===== config.mk =====
export PLATFORM = sky130hd
export DESIGN_NAME = slave_poll_master
export DESIGN_NICKNAME = d
export VERILOG_FILES = /design/src/rtl/slave_poll_master.sv
export SDC_FILE = /design/constraint.sdc
export NUM_CORES = 1
export LEC_CHECK = 0
export CORE_MARGIN = 3
export CORE_UTILIZATION = 58
export DETAILED_ROUTE_END_ITERATION = 10
export GPL_TIMING_DRIVEN = 0
export PLACE_DENSITY_LB_ADDON = 0.2
export SLEW_MARGIN = 0
export SYNTH_ARGS = -nofsm -noshare
export SYNTH_HDL_FRONTEND = slang
export SYNTH_SLANG_ARGS = --single-unit
export TNS_END_PERCENT = 100

===== constraint.sdc =====
create_clock -name clkin -period 9.2 [get_ports clkin]
set_clock_uncertainty 0.1 [all_clocks]
set_input_delay 1.38 -clock clkin [delete_from_list [all_inputs] [get_ports clkin]]
set_output_delay 1.38 -clock clkin [all_outputs]
set_load 0.03 [all_outputs]

===== src/rtl/slave_poll_master.sv =====
// slave_poll_master
// Polls up to NUM_SLAVES capture chips over the shared 8-bit address/data
// bus. The 64-bit captured word of each slave is read one byte at a time and
// offered on a valid/ready stream with its slave ID and the timestamp of the
// snapshot that found it. Once every snapshotted slave has been read, 8'hFF
// is broadcast for two cycles so the slaves re-arm.
//
// Ports
//   clkin        sole clock, all registers on posedge
//   rst_n        asynchronous active-low reset
//   enwipe_in    per-slave enwipeout, 0 = slave holds an unread capture
//   cs_in        per-slave cs, 1 = slave is serving byte reads
//   data_in      shared data bus from the slaves
//   address      shared address bus: {id,2'b00,byte}, 8'hFF release, 8'hFE idle
//   frame_valid  frame_* outputs hold a complete word
//   frame_ready  downstream accepts the frame when valid & ready at posedge
//   frame_data   byte k of the word in bits [8k+7:8k]
//   frame_id     slave ID of the frame
//   frame_ts     cycle counter value latched at the snapshot
//   drop_cnt     saturating count of captures discarded by the release
//   proto_err    sticky: a slave had cs low at a byte sample
//   busy         poller is not idle
module slave_poll_master #(
  parameter int unsigned NUM_SLAVES  = 8,
  parameter int unsigned SAMPLE_WAIT = 1,
  parameter int unsigned TS_WIDTH    = 32
) (
  input  logic                  clkin,
  input  logic                  rst_n,
  input  logic [NUM_SLAVES-1:0] enwipe_in,
  input  logic [NUM_SLAVES-1:0] cs_in,
  input  logic [7:0]            data_in,
  output logic [7:0]            address,
  output logic                  frame_valid,
  input  logic                  frame_ready,
  output logic [63:0]           frame_data,
  output logic [2:0]            frame_id,
  output logic [TS_WIDTH-1:0]   frame_ts,
  output logic [15:0]           drop_cnt,
  output logic                  proto_err,
  output logic                  busy
);

  localparam int unsigned WW = (SAMPLE_WAIT < 2) ? 1 : $clog2(SAMPLE_WAIT + 1);

  typedef enum logic [2:0] {
    IDLE, SNAP, SELECT, ADDR, EMIT, RELEASE, GUARD
  } state_t;

  state_t                state;
  logic [TS_WIDTH-1:0]   ts_cnt;
  logic [TS_WIDTH-1:0]   snap_ts;
  logic [NUM_SLAVES-1:0] pending;
  logic [NUM_SLAVES-1:0] snapshot;
  logic [2:0]            cur_id;
  logic [2:0]            byte_idx;
  logic [WW-1:0]         wait_cnt;
  logic                  rel_cnt;

  logic [7:0]            cs_ext;
  logic [2:0]            low_id;
  logic                  pend_any;
  logic [NUM_SLAVES-1:0] dropped;
  logic [NUM_SLAVES-1:0] cur_mask;
  logic [3:0]            drop_pop;
  logic [16:0]           drop_sum;
  logic [15:0]           drop_next;
  logic                  last_wait;

  always_comb begin
    cs_ext = '0;
    cs_ext[NUM_SLAVES-1:0] = cs_in;
    low_id   = '0;
    pend_any = 1'b0;
    for (int unsigned i = 0; i < NUM_SLAVES; i++) begin
      if (pending[i] && !pend_any) begin
        low_id   = 3'(i);
        pend_any = 1'b1;
      end
    end
    // Captures that appeared after the snapshot are wiped by the release.
    dropped  = ~enwipe_in & ~snapshot;
    drop_pop = '0;
    for (int unsigned i = 0; i < NUM_SLAVES; i++) begin
      drop_pop = drop_pop + 4'(dropped[i]);
    end
    drop_sum  = {1'b0, drop_cnt} + 17'(drop_pop);
    drop_next = drop_sum[16] ? 16'hFFFF : drop_sum[15:0];
    cur_mask  = NUM_SLAVES'(1) << cur_id;
    last_wait = (wait_cnt == WW'(SAMPLE_WAIT));
  end

  always_ff @(posedge clkin or negedge rst_n) begin
    if (!rst_n) begin
      state       <= IDLE;
      ts_cnt      <= '0;
      snap_ts     <= '0;
      pending     <= '0;
      snapshot    <= '0;
      cur_id      <= '0;
      byte_idx    <= '0;
      wait_cnt    <= '0;
      rel_cnt     <= 1'b0;
      address     <= 8'hFE;
      frame_valid <= 1'b0;
      frame_data  <= '0;
      frame_id    <= '0;
      frame_ts    <= '0;
      drop_cnt    <= '0;
      proto_err   <= 1'b0;
      busy        <= 1'b0;
    end else begin
      ts_cnt <= ts_cnt + 1'b1;
      case (state)
        IDLE: begin
          if (~enwipe_in != '0) begin
            state <= SNAP;
            busy  <= 1'b1;
          end
        end
        SNAP: begin
          pending  <= ~enwipe_in;
          snapshot <= ~enwipe_in;
          snap_ts  <= ts_cnt;
          state    <= SELECT;
        end
        SELECT: begin
          if (pend_any) begin
            cur_id   <= low_id;
            byte_idx <= '0;
            wait_cnt <= '0;
            address  <= {low_id, 5'b00000};
            state    <= ADDR;
          end else begin
            // Drops are counted on the entering edge, while enwipe_in still
            // shows every capture that the release is about to wipe.
            drop_cnt <= drop_next;
            address  <= 8'hFF;
            rel_cnt  <= 1'b0;
            state    <= RELEASE;
          end
        end
        ADDR: begin
          if (last_wait) begin
            frame_data[{byte_idx, 3'b000} +: 8] <= data_in;
            if (!cs_ext[cur_id]) proto_err <= 1'b1;
            wait_cnt <= '0;
            if (byte_idx == 3'd7) begin
              frame_valid <= 1'b1;
              frame_id    <= cur_id;
              frame_ts    <= snap_ts;
              state       <= EMIT;
            end else begin
              byte_idx <= byte_idx + 3'd1;
              address  <= {cur_id, 2'b00, byte_idx + 3'd1};
            end
          end else begin
            wait_cnt <= wait_cnt + 1'b1;
          end
        end
        EMIT: begin
          if (frame_ready) begin
            frame_valid <= 1'b0;
            pending     <= pending & ~cur_mask;
            state       <= SELECT;
          end
        end
        RELEASE: begin
          if (rel_cnt) begin
            address <= 8'hFE;
            state   <= GUARD;
          end else begin
            rel_cnt <= 1'b1;
          end
        end
        GUARD: begin
          state <= IDLE;
          busy  <= 1'b0;
        end
        default: state <= IDLE;
      endcase
    end
  end

endmodule


### After elaboration in Yosys (flattened, before gate mapping)

Index checks and enable logic that the tools add are counted.
W data, S select, Z words.

| cells by class | value |
|---|---|
| add/sub/neg operators | 12 |
| order comparisons | 1 |
| equal/unequal tests | 15 |
| shift-type cells | 3 |
| mux-type cells | 48 |
| bitwise logic cells | 7 |
| reductions and logical operators | 35 |

Operators with widths:

| operator | count |
|---|---|
| $bwmux W64 | 1 |
| $shift A8 B8 Y64 const A | 1 |
| $shiftx A8 B8 Y64 | 1 |
| $mux W3 | 14 |
| $mux W8 | 5 |
| $add A32 B1 Y32 const B | 1 |
| $not A8 Y8 | 3 |
| $pmux W8 S3 | 1 |
| $pmux W3 S6 | 1 |
| $add A16 B4 Y17 | 1 |
| $mux W1 | 17 |
| $add A4 B1 Y4 | 4 |
| $and A8 B8 Y8 | 2 |
| $mux W16 | 1 |
| $ne A2 B2 Y1 const B | 8 |
| $pmux W8 S2 | 1 |
| $reduce_and A2 Y1 | 7 |
| $eq A3 B3 Y1 const B | 4 |
| $reduce_and A4 Y1 | 3 |
| $reduce_bool A2 Y1 | 5 |
| $neg A6 Y8 | 1 |
| $pmux W1 S2 | 4 |
| $reduce_bool A8 Y1 | 1 |
| $shl A1 B3 Y8 const A | 1 |
| other kinds (18) | 33 |

| word-level totals | value |
|---|---|
| flip-flop bits (word level) | 217 |
| input bits | 27 |
| output and inout bits | 126 |
| word-level logic and storage cells | 138 |

### Depth between registers and ports, before layout

| depth | value |
|---|---|
| word-level depth | 24 |
| gate-level depth with buffers | 12 |
| depth with buffers taken out | 11 |

### Worst setup path before layout

No wires, ideal clock.

| path | value |
|---|---|
| path type | input -> register |
| start | input port enwipe_in[0] |
| end | register drop_cnt[13] |
| setup time | 146 ps |
| arrival | 4840 ps |
| data required time | 8954 ps |
| path slack | 4114 ps |
| stages | 12 |
| path buffers | 1 |
| path through | nor2_1 -> fa_1 -> inv_1 -> fa_1 -> inv_1 -> fa_1 -> fa_1 -> fa_1 -> a31o_2 -> clkbuf_1 -> a311oi_1 -> a31oi_1 |

| between the ends | value |
|---|---|
| longest elaborated chain between the ends | 11 |

Ends and longest elaborated chain:

| what | RTL line | source |
|---|---|---|
| start, declared | 30 | `input logic [NUM_SLAVES-1:0] enwipe_in,` |
| $not A8 Y8 | 82 | `dropped = ~enwipe_in & ~snapshot;` |
| $and A8 B8 Y8 | 82 |  |
| $add A1 B1 Y2 | 85 | `drop_pop = drop_pop + 4'(dropped[i]);` |
| $add A2 B1 Y3 | 85 |  |
| $add A3 B1 Y4 | 85 |  |
| $add A4 B1 Y4 (4 in series) | 85 |  |
| $add A16 B4 Y17 | 87 | `drop_sum = {1'b0, drop_cnt} + 17'(drop_pop);` |
| $mux W16 | 88 | `drop_next = drop_sum[16] ? 16'hFFFF : drop_sum[15:0];` |
| end signal, assigned | 137 | `drop_cnt <= drop_next;` |
| end, declared | 39 | `output logic [15:0] drop_cnt,` |

Every way passes these cells.
A chain may end at the register's enable or synchronous reset.

### Worst setup path after layout

Same ends and word-level chain as after synthesis.

==> summary.md <==
| Metric | Value |
|---|---|
| Total of buffers placed on input and output ports | 152 |
| Peak clock frequency supported by timing | 179 MHz |
| Number of register bits inferred by synthesis | 216 |
| Area added between synthesis and finish | 27.3% |
| Slowest stage cell, crit path | sky130_fd_sc_hd__a311oi_1 |
| Share of total power in sequential cells | 37.6% |
| Distinct cell type count after synthesis | 58 |
| Internal Dissipation | 2.06 mW |
| Number of detailed-routing iterations run before antenna repair | 5 |
| Clk buf depth | 3 |
| VDD IR-drop max | 0.154 mV |
| Number of diodes | 0 |
| Number of max-capacitance violations reported | 0 |
| Post-Syn Area | 9310 µm² |
| Placed cells | 1147 |
| CTS sink count | 216 |
| Die ar. | 17600 µm² |
| Share of total power in the clock network | 27.1% |
| Share of synthesized area occupied by flip-flops and latches | 58.2% |
| Initial Utilization | 60.3% |
| Clock insertion delay at the later pin of the skew report | 0.50 ns |
| Critical Path End Type | flop |
| Post-synth ARST share | 100% |
| Clock slew at reported path FFs | 0.06 ns |
| Number of hold violations in the final report | 0 |
| Number of enable flip-flop cells after synthesis | 0 |
| PnR worst setup slack | 3.60 ns |
| Path class of the lowest-slack min-delay path | flop to flop |
| WL/cell | 17.2 µm |
| Die W | 133 µm |
| Leakage power summed over all cells | 5.43 nW |
| GR Util All Layers | 23.6% |
| Post-synthesis cell type with the largest combined area | sky130_fd_sc_hd__dfrtp_1 |
| HPWL after detailed placement | 14200 µm |
| Yosys synthesis warning count | 0 |
| CTS Hold Buffers Added | 0 |
| Slew @ Worst Pin | 1.09 ns |
| Final weighted congestion in routability-driven placement | 0.870 |
| Switching Power | 1.16 mW |
| Status | finished, final reports clean |
| Hold Worst Slack | 0.367 ns |
| Cell-by-cell trace of the critical path | clkdlybuf4s50_1 -> nor2_1 -> fa_1 -> inv_1 -> fa_1 -> inv_1 -> fa_1 -> fa_1 -> fa_1 -> a31o_2 -> clkbuf_1 -> a311oi_1 -> a31oi_1 |
| Minimum setup slack after placement | 3.14 ns |
| Final setup violation count | 0 |
| Data arrival, critical path | 5.84 ns |
| Number of placement rows | 45 |
| Power Density | 272 nW/µm² |
| Number of setup buffers added after CTS | 0 |
| Share of layout cells above drive strength 1 | 17.7% |
| Maximum number of pins on one net before global-route repair | 120 |
| Final net count | 1004 |
| Routed via count divided by cell count | 5.58 |
| Filler-free cell count of the finished design | 1189 |
| Total detailed-routing wirelength | 20500 µm |
| Number of global-route vias before repair | 6788 |
| TritonCTS clock tree | yes |
| Largest cells by area after synthesis | sky130_fd_sc_hd__dfrtp_1, sky130_fd_sc_hd__mux2_2, sky130_fd_sc_hd__nand2_1, sky130_fd_sc_hd__xnor2_1, sky130_fd_sc_hd__o21ai_0 |
| Startpoint type of the worst setup path | input pin |
| DRC violations left | 0 |
| Total vias in the final route | 6636 |
| Total overflow reported by the global router | 0 |
| Root buffer cell | sky130_fd_sc_hd__clkbuf_16 |
| Prevailing post-synth register cell | sky130_fd_sc_hd__dfrtp_1 |
| Io pins | 153 |
| Headroom to the max-slew limit | 26.4% |
| Synth Instances | 783 |
| RSZ-0062 raised after global routing | no |
| Placeable core region | 15400 µm² |
| Post-detailed-route count of antenna-violating nets | 0 |
| Clock buffers created by TritonCTS | 23 |
| Share of the synthesized area in the top cell type | 56.5% |
| Violation count after the first detailed-routing iteration | 462 |
| Wire length of the first global-routing pass | 34500 µm |
| Synthesized net count | 826 |
| Count of instances resized after the clock tree is built | 0 |
| Max Slew Vio Count | 0 |
| Worst Path Required | 9.44 ns |
| Min Clock Period, post-route | 5.60 ns |
| Gate power share | 35.3% |
| Max H-tree Level | 1 |
| Delay of the slowest cell on the worst path | 0.57 ns |
| Average size of a mapped cell | 11.9 µm² |
| Critical path class | input pin to flop |
| Most frequent cell on the critical path | sky130_fd_sc_hd__fa_1 |
| Worst Path Max Fanout | 10 |
| Die height | 133 µm |
| Fillers | 1031 |
| Switching share of power | 35.9% |
| Final worst-path cycle share | 60.9% |
| Number of antenna violations at the first check in global routing | 0 |
-- worst paths after layout --
| kind | from | to | slack [ns] | cells after the start |
|---|---|---|---|---|
| worst min-delay path | snap_ts[29] | snap_ts[29] | 0.37 | 2 |
| worst max-delay path | enwipe_in[0] | drop_cnt[13] | 3.60 | 13 |
| worst max register to register | drop_cnt[0] | drop_cnt[13] | 4.66 | 11 |
| worst min register to register | snap_ts[29] | snap_ts[29] | 0.37 | 2 |
| min in group asynchronous | rst_n | drop_cnt[9] | 0.78 | 1 |
| max in group asynchronous | rst_n | frame_data[44] | 7.23 | 2 |
-- cell type report --
class	instances	area, µm²	share of cell area (%)
Sequential cell	216	5410	45.7
Multi-Input combinational cell	523	3720	31.4
Timing Repair Buffer	153	1550	13.1
Clock buffer	38	692	5.84
Tap cell	211	264	2.23
Buffer	28	116	0.982
Inverter	16	60.1	0.507
Clock inverter	4	35.0	0.296
-- sequential cells by signal, summed over array words and instances, names as in the netlist, 3 cells and up --
name / flops
cur_id: 3
frame_ts: 32
state: 3
frame_data: 64
ts_cnt: 32
drop_cnt: 16
pending: 8
byte_idx: 3
frame_id: 3
address: 7
snapshot: 8
snap_ts: 32
-- stage by stage --
stage | power (mW) | utilization [%] | TNS (ns) | cell area [µm²]
after global placement | 2.32 | 71.9 | -461.76 | 11100
final | 3.22 | 76.8 | 0 | 11900
after detailed placement | 2.35 | 72.1 | 0 | 11100
after floorplan | 1.96 | - | 0 | 9310
after CTS | 3.24 | 76.8 | 0 | 11900
after global routing | 3.41 | 76.8 | 0 | 11900
-- cells in the final DEF (no fill, tap or decap), types with 4 or more instances in the layout --
cell	n
sky130_fd_sc_hd__ha_1	11
sky130_fd_sc_hd__nor2_1	32
sky130_fd_sc_hd__xor2_1	5
sky130_fd_sc_hd__nand3_1	22
sky130_fd_sc_hd__clkbuf_8	6
sky130_fd_sc_hd__a31oi_1	18
sky130_fd_sc_hd__clkdlybuf4s50_1	151
sky130_fd_sc_hd__nor4_1	4
sky130_fd_sc_hd__nor3_1	5
sky130_fd_sc_hd__nand2_1	131
sky130_fd_sc_hd__xnor2_1	28
sky130_fd_sc_hd__a21oi_1	16
sky130_fd_sc_hd__fa_1	5
sky130_fd_sc_hd__nand2b_1	5
sky130_fd_sc_hd__dfstp_2	6
sky130_fd_sc_hd__nand4_1	17
sky130_fd_sc_hd__and3_1	8
sky130_fd_sc_hd__buf_2	6
sky130_fd_sc_hd__dfrtp_1	210
sky130_fd_sc_hd__clkbuf_1	30
sky130_fd_sc_hd__o21ai_0	33
sky130_fd_sc_hd__and2_1	13
sky130_fd_sc_hd__mux2i_1	5
sky130_fd_sc_hd__mux2_2	105
sky130_fd_sc_hd__clkbuf_16	23
sky130_fd_sc_hd__a2bb2oi_1	4
sky130_fd_sc_hd__inv_1	16
-- power groups by stage --
stage	Combinational, mW	Sequential, mW	Clock [mW]
floorplan	0.619	1.34	0
global placement	1.10	1.22	0
detailed placement	1.13	1.22	0
CTS	1.14	1.21	0.891
global route	1.25	1.23	0.929
finish	1.14	1.21	0.874
-- critical path, delay by kind of cell --
kind                       cells  cell delay, ns
AOI/OAI and AO/OA              3            1.01
adders and majority gates      5            2.48
and+or+nand+nor                1            0.09
buffers and inverters          4            0.88
-- layer usage --
metal,track usage (%),routed length (µm),vias to the layer above
li1,-,-,3115
met1,32.4,8880,3305
met2,39.0,10100,185
met3,4.37,1150,31
met4,6.52,408,0
met5,0,0,-
-- synth_stat cells (all sizes together) (3+ instances only) --
library cell and number:
o21ai 34, nor3b 5, and3 8, xor2 5, xnor2 28, nand4 17
nor3 6, buf 7, a31oi 18, nor4 8, fa 5, mux2 105
inv 16, and2 14, o31ai 3, and4 3, nand3 22, dfrtp 210
a21oi 16, a2bb2oi 4, ha 11, mux2i 5, nand2 131, or4 3
nor2 33, or2 3, nand2b 5, a22oi 3, dfstp 6, clkbuf 21
-- logic make-up after synthesis --
family          Yosys count  synth area share (%)
flops                   216                  58.2
fa+ha+maj                16                  2.55
buf+inv                  44                  1.90
simple gates            268                  14.3
mux                     112                  13.7
xor+xnor                 33                  3.11
compound gates           94                  6.21
Note: power is estimated with default switching activity, not from simulation.
